## config.mk

```make
export PLATFORM = sky130hd
export DESIGN_NAME = imm_gen_pipe
export DESIGN_NICKNAME = d
export VERILOG_FILES = /design/src/rtl/imm_gen_pipe.sv
export SDC_FILE = /design/constraint.sdc
export NUM_CORES = 1
export LEC_CHECK = 0
export ABC_AREA = 1
export CAP_MARGIN = 40
export CORE_UTILIZATION = 40
export CTS_CLUSTER_SIZE = 30
export DETAILED_ROUTE_END_ITERATION = 7
export GPL_TIMING_DRIVEN = 1
export PLACE_DENSITY = 0.68
export SETUP_SLACK_MARGIN = 0.05
export SLEW_MARGIN = 20
export SYNTH_ARGS = -nofsm -noshare
export SYNTH_HDL_FRONTEND = slang
export SYNTH_SLANG_ARGS = --single-unit
```

## constraint.sdc

```tcl
create_clock -name clk -period 1.9 [get_ports clk]
set_input_delay 0.38 -clock clk [delete_from_list [all_inputs] [get_ports clk]]
set_output_delay 0.38 -clock clk [all_outputs]
set_load 0.05 [all_outputs]
```

## src/rtl/imm_gen_pipe.sv

```systemverilog
// Registered immediate generator for the decode stage.
// Extends raw immediates and merges latched PREFIX bits.
module imm_gen_pipe #(
  parameter int DATA_W  = 16,
  parameter int IMM_W   = 8,
  parameter int SHAMT_W = 4
) (
  input  logic              clk,
  input  logic              reset_n,
  input  logic              in_valid,
  output logic              in_ready,
  input  logic [2:0]        mode,
  input  logic [IMM_W-1:0]  imm_in,
  input  logic              flush,
  output logic              out_valid,
  input  logic              out_ready,
  output logic [DATA_W-1:0] ext_data,
  output logic              prefix_pending,
  output logic              err_pulse
);

  localparam int PW = DATA_W - IMM_W;

  localparam logic [2:0] M_SEXT  = 3'd0;
  localparam logic [2:0] M_ZEXT  = 3'd1;
  localparam logic [2:0] M_SHAMT = 3'd2;
  localparam logic [2:0] M_LUI   = 3'd3;
  localparam logic [2:0] M_PFX   = 3'd4;

  logic [PW-1:0]     prefix_reg;
  logic [PW-1:0]     pfx_nxt;
  logic [DATA_W-1:0] res;
  logic              acc;
  logic              is_sext;
  logic              is_zext;
  logic              is_shamt;
  logic              is_lui;
  logic              is_pfx;

  assign in_ready = !out_valid || out_ready;
  assign acc      = in_valid && in_ready && !flush;

  assign is_sext  = (mode == M_SEXT);
  assign is_zext  = (mode == M_ZEXT);
  assign is_shamt = (mode == M_SHAMT);
  assign is_lui   = (mode == M_LUI);
  assign is_pfx   = (mode == M_PFX);

  // Prefix field is the PW bits above the immediate.
  generate
    if (PW <= IMM_W) begin : g_pfx_narrow
      assign pfx_nxt = imm_in[PW-1:0];
    end else begin : g_pfx_wide
      assign pfx_nxt = {{(PW-IMM_W){1'b0}}, imm_in};
    end
  endgenerate

  always_comb begin
    res = '0;
    unique case (1'b1)
      is_sext, is_zext: begin
        if (prefix_pending)
          res = {prefix_reg, imm_in};
        else if (is_sext)
          res = {{PW{imm_in[IMM_W-1]}}, imm_in};
        else
          res = {{PW{1'b0}}, imm_in};
      end
      is_shamt:
        res = {{(DATA_W-SHAMT_W-1){imm_in[SHAMT_W]}},
               imm_in[SHAMT_W:0]};
      is_lui:
        res = {imm_in, {PW{1'b0}}};
      default:
        res = '0;
    endcase
  end

  always_ff @(posedge clk or negedge reset_n) begin
    if (!reset_n) begin
      out_valid      <= 1'b0;
      ext_data       <= '0;
      prefix_pending <= 1'b0;
      prefix_reg     <= '0;
      err_pulse      <= 1'b0;
    end else if (flush) begin
      out_valid      <= 1'b0;
      prefix_pending <= 1'b0;
      err_pulse      <= 1'b0;
    end else begin
      err_pulse <= 1'b0;
      if (out_valid && out_ready)
        out_valid <= 1'b0;
      if (acc) begin
        unique case (1'b1)
          is_sext, is_zext: begin
            out_valid      <= 1'b1;
            ext_data       <= res;
            prefix_pending <= 1'b0;
          end
          is_shamt, is_lui: begin
            out_valid      <= 1'b1;
            ext_data       <= res;
            prefix_pending <= 1'b0;
            // Prefix not consumable by these modes: flag orphan.
            err_pulse      <= prefix_pending;
          end
          is_pfx: begin
            prefix_reg     <= pfx_nxt;
            prefix_pending <= 1'b1;
          end
          default:
            err_pulse <= 1'b1;
        endcase
      end
    end
  end

endmodule

```

### After elaboration in Yosys (flattened, before gate mapping)

Index checks and enable logic that the tools add are counted.

* bitwise gates (word level): 1
* equality and inequality tests: 4
* reductions and logical operators: 16
* muxes and demuxes: 13

Operators with widths (number)
* one-hot mux 16 bit (3 select lines): 1
* 2-to-1 mux 16 bit: 2
* 2-to-1 mux 1 bit: 8
* == test 3 x 2 -> 1 bit (second input constant): 2
* AND reduction 3 bit: 2
* one-hot mux 1 bit (2 select lines): 2
* OR reduction 2 bit: 2
* OR reduction 4 bit: 1
* == test 3 x 1 -> 1 bit (second input constant): 1
* == test 3 bit (second input constant): 1
* logical AND 1 bit: 3
* logical NOT 3 bit: 1
* nonzero test 3 bit: 1
* OR reduction 3 bit: 1
* logical NOT 1 bit: 2
* AND reduction 2 bit: 1
* nonzero test 2 bit: 1
* logical OR 1 bit: 1
* NOT 1 bit: 1

* input bits: 16
* bits in registers: 27
* logic and storage cells: 39
* output and inout bits: 20

### Depth between registers and ports, before layout

Gate-level depths: netlist (run 1).

* depth in word-level cells: 6
* gate-level depth with buffers: 8

### Worst setup path after synthesis (run 1)

OpenSTA, ideal clock, no wires.

* path type: reg-to-reg
* from: reg out_valid
* to: reg ext_data[0]
* arrival time: 1.431 ns
* slack: 0.352 ns
* clock period less this slack: 1.548 ns
* cell stages (with the launch flop): 8
* library setup time: 0.118 ns
* cells stage by stage: dfrtp_1 > nand2_4 > nand3_4 > nor2_4 > inv_2 > buf_2 > nand2_1 > nand2_1

* longest elaborated chain between the ends: 5

Ends and longest elaborated chain
* start, declared: line 15 `output logic out_valid,`
* start signal, assigned: line 81 `out_valid <= 1'b0;`
* start signal, assigned: line 87 `out_valid <= 1'b0;`
* start signal, assigned: line 93 `out_valid <= 1'b0;`
* logical NOT 1 bit: line 40 `assign in_ready = !out_valid || out_ready;`
* logical OR 1 bit: line 40
* named net in_ready: line 11 `output logic in_ready,`
* logical AND 1 bit (2 in series): line 41 `assign acc = in_valid && in_ready && !flush;`
* AND reduction 3 bit (no line)
* end signal, assigned: line 98 `ext_data <= res;`
* end signal, assigned: line 103 `ext_data <= res;`
* end, declared: line 17 `output logic [DATA_W-1:0] ext_data,`

The timed path passes the listed nets, and every way through them passes these cells.
A chain may end at the register's enable or synchronous reset.

### Final worst setup path (run 1)

* from: reg ext_data[9]
* to: out ext_data[9]

No word-level cell between the ends.

==> results of run 1 <==
==> cell usage after synthesis <==
cell	instances	area (um2)
nand3_1	7	35.0
nand2_1	64	240
o21ai_0	6	30.0
buf_6	1	11.3
buf_4	1	7.51
nor2_4	2	22.5
nor2_8	1	20.0
dfrtp_1	27	676
nand3_4	1	17.5
o22ai_1	1	6.26
buf_2	1	5.00
o21ai_1	5	25.0
nor2_2	1	6.26
inv_1	18	67.6
nor2_1	17	63.8
o21ai_2	2	17.5
inv_2	3	11.3
buf_8	1	15.0
nand2_4	1	11.3
nand2_2	3	18.8
clkbuf_1	1	3.75
nand3_2	1	10.0
a21oi_1	13	65.1
==> power breakdown <==
group	switching [mW]	internal (mW)
clock	0.183	0.0795
combinational	0.311	0.142
sequential	0.0344	0.660
total	0.529	0.882
==> worst register-to-register path, delay by kind of cell (launching register included) <==
kind / cells / cell delay, ns
AND/OR/NAND/NOR: 4 / 0.47
flip-flops: 1 / 0.44
AO/OA/AOI/OAI: 1 / 0.06
buffers and inverters: 1 / 0.16
==> cell usage in the layout (no fill, tap or decap), types with 2 or more instances in the layout <==
cell type / Yosys / layout
inv_1: 18 / 18
o21ai_2: 2 / 2
nor2_4: 2 / 2
dlygate4sd2_1: 0 / 12
buf_4: 1 / 10
o21ai_1: 5 / 5
inv_2: 3 / 3
nand2_2: 3 / 3
clkbuf_4: 0 / 3
o21ai_0: 6 / 6
nand2_1: 64 / 64
dfrtp_1: 27 / 27
clkdlybuf4s50_1: 0 / 15
a21oi_1: 13 / 13
nand3_1: 7 / 7
nor2_1: 17 / 17
==> final timing paths <==
| path | slack, ns | endpoint |
|---|---|---|
| setup reg to reg | 0.67 | ext_data[6]$_DFFE_PN0P_ |
| hold reg to reg | 0.49 | ext_data[15]$_DFFE_PN0P_ |
| max in group asynchronous | 1.26 | prefix_reg[5]$_DFFE_PN0P_ |
| min in group clk | 0.49 | ext_data[15]$_DFFE_PN0P_ |
| setup / recovery | 0.28 | ext_data[9] |
| hold / removal | 0.39 | ext_data[7]$_DFFE_PN0P_ |
==> through the flow <==
step	worst slack, ns	util (%)	cells
final	0.278	53.3	261
after global routing	0.191	53.3	261
after CTS	0.268	53.3	261
after detailed placement	0.101	52.9	257
after global placement	0.153	52.9	257
after floorplan	0.352	-	178
==> kinds of logic after synthesis <==
kind of cell	after synthesis	share of synthesized area, %
AND/OR/NAND/NOR	98	32.1
flip-flops	27	48.7
AO/OA/AOI/OAI	27	10.4
buffers and inverters	26	8.75
==> metal layers <==
layer	wire, um	track usage [%]	up-vias
met5	0	0	-
met4	61	7.79	0
met3	117	2.56	5
met2	1360	29.7	32
met1	1350	24.0	577
li1	-	-	626
==> area by class of cell <==
type | count | share of cell area (%)
sequential | 27 | 38.0
multi-input combinational | 125 | 33.1
clock buffer | 3 | 1.27
tap | 46 | 3.23
timing repair buffer | 38 | 19.7
inverter | 21 | 4.43
clock inverter | 1 | 0.281
==> what timing repair did <==
item / CTS / global route
hold endpoints to repair: 0 / 0
endpoints found under the setup margin: 12 / 0
gates resized for setup: 12 / 0
==> run_results.csv, run 1 <==
group,metric,value,unit
global_route,antenna_found_initial,0,
synth,synth.distinct_cells,23,
timing,setup_viol,0,
final_layout,num-fill-cells,343,
drt,initialDrtViolationCount,37,
worst_hold_path,hold_path.class,"in2async",
final_layout,final_cell_area,0.00178,mm2
floorplan,top_level_ports,36,
critical_path,worst-path-buf-inv,1,
power,ir_worst_vdd,0.270,mV
clock_network,cts_buffers,3,
clock_network,cts_max_path_buffers,2,
clock_network,clock_latency,0.34,ns
final_layout,num_antenna_cells,0,
final_layout,nNetsFinal,232,
floorplan,num_rows,21,
floorplan,dieArea,0.00371,mm2
clock_network,hold_buffers,0,
critical_path,r2r_start,"out_valid$_DFF_PN0_",
clock_network,clkSlewWorstSetupHoldPaths,0.15,ns
critical_path,ff2ff_path_depth,6,
timing,slew_headroom,67.7,%
timing,worst_pin_slew,0.486,ns
critical_path,endpoint_kind,"output pin",
timing,drv_slew,0,
synth,synth_cells,178,
drt,viasPerCell,4.75,
clock_network,cts_sinks,27,
clock_network,tritoncts,"yes",
critical_path,criticalPathCategory,"reg2out",
timing,fin_setup_tns,0,ns
placed_design,hpwlAfterDp,2050,um
final_layout,area_delta_synth_final,28.3,%
timing,rsz0062_at_grt,"false",
floorplan,core-area,0.00334,mm2
power,power,1.41,mW
global_route,grt_usage,18.1,%
floorplan,start_util,41.5,%
global_route,grt_max_degree,28,
floorplan,dieWidth,60.9,um
critical_path,cp.depth,1,
drt,drt_first_pass_iters,4,
drt,wl,2880,um
clock_network,h-tree-depth,1,
global_route,overflow,0,
synth,syn-num-nets,194,
critical_path,start_kind,"flop",
timing,hold_viol_final,0,
final_layout,ff_latch_area,676,um2
drt,ant_nets,0,
critical_path,crit_family,"buffers and inverters",
power,power_density,793,mW/mm2
synth,postSynthAreaPerCell,7.79,um2
synth,yosysSeqAreaShare,48.7,%
critical_path,critPathMaxStageDelay,0.53,ns
drt,drt-wirelength-per-cell,11.0,um
power,p_leak,0.977,nW
synth,synth_warnings,0,
placed_design,gp_congestion,0.833,
global_route,grt_pass1_wl,4820,um
outcome,status,"finished clean",
synth,synth_area,0.00139,mm2
final_layout,layout-drive-gt1-share,14.0,%
timing,max_freq,0.616,GHz
drt,route.vias.total,1240,
critical_path,crit_required,1.52,ns
clock_network,postCtsSetupBuffers,0,
job,max_cap_violations,0,
timing,period_share,85.4,%
final_layout,largest_reg_flops,16,
final_layout,multi_input_area,589,um2
placed_design,place_area,0.00177,mm2
critical_path,cp.arrival,1.24,ns
critical_path,cp-startpoint,"ext_data[9]$_DFFE_PN0P_",
timing,fin_worst_skew,0.00812,ns
drt,drc,0,
timing,post-route-min-period,1.62,ns
global_route,grt_pass1_vias,1059,
critical_path,path_cells,"dlygate4sd2_1",
floorplan,die_height,60.9,um
timing,whs,0.386,ns
synth,synth_seq_cells,27,
clock_network,clockRootBuffer,"clkbuf_4",
critical_path,cp_slowest_cell,"dlygate4sd2_1",
placed_design,port_buffers,35,
critical_path,cp_max_fo,2,
Note: power is estimated with default switching activity, not from simulation.
==> run 2, diff against run 1 <==
--- a/config.mk
+++ b/config.mk
@@ -8,7 +8,6 @@
 export ABC_AREA = 1
 export CAP_MARGIN = 40
 export CORE_UTILIZATION = 40
-export CTS_CLUSTER_SIZE = 30
 export DETAILED_ROUTE_END_ITERATION = 7
 export GPL_TIMING_DRIVEN = 1
 export PLACE_DENSITY = 0.68
==> results of run 2 <==
The final DEF is identical to that of run 1; final timing and power are the same.
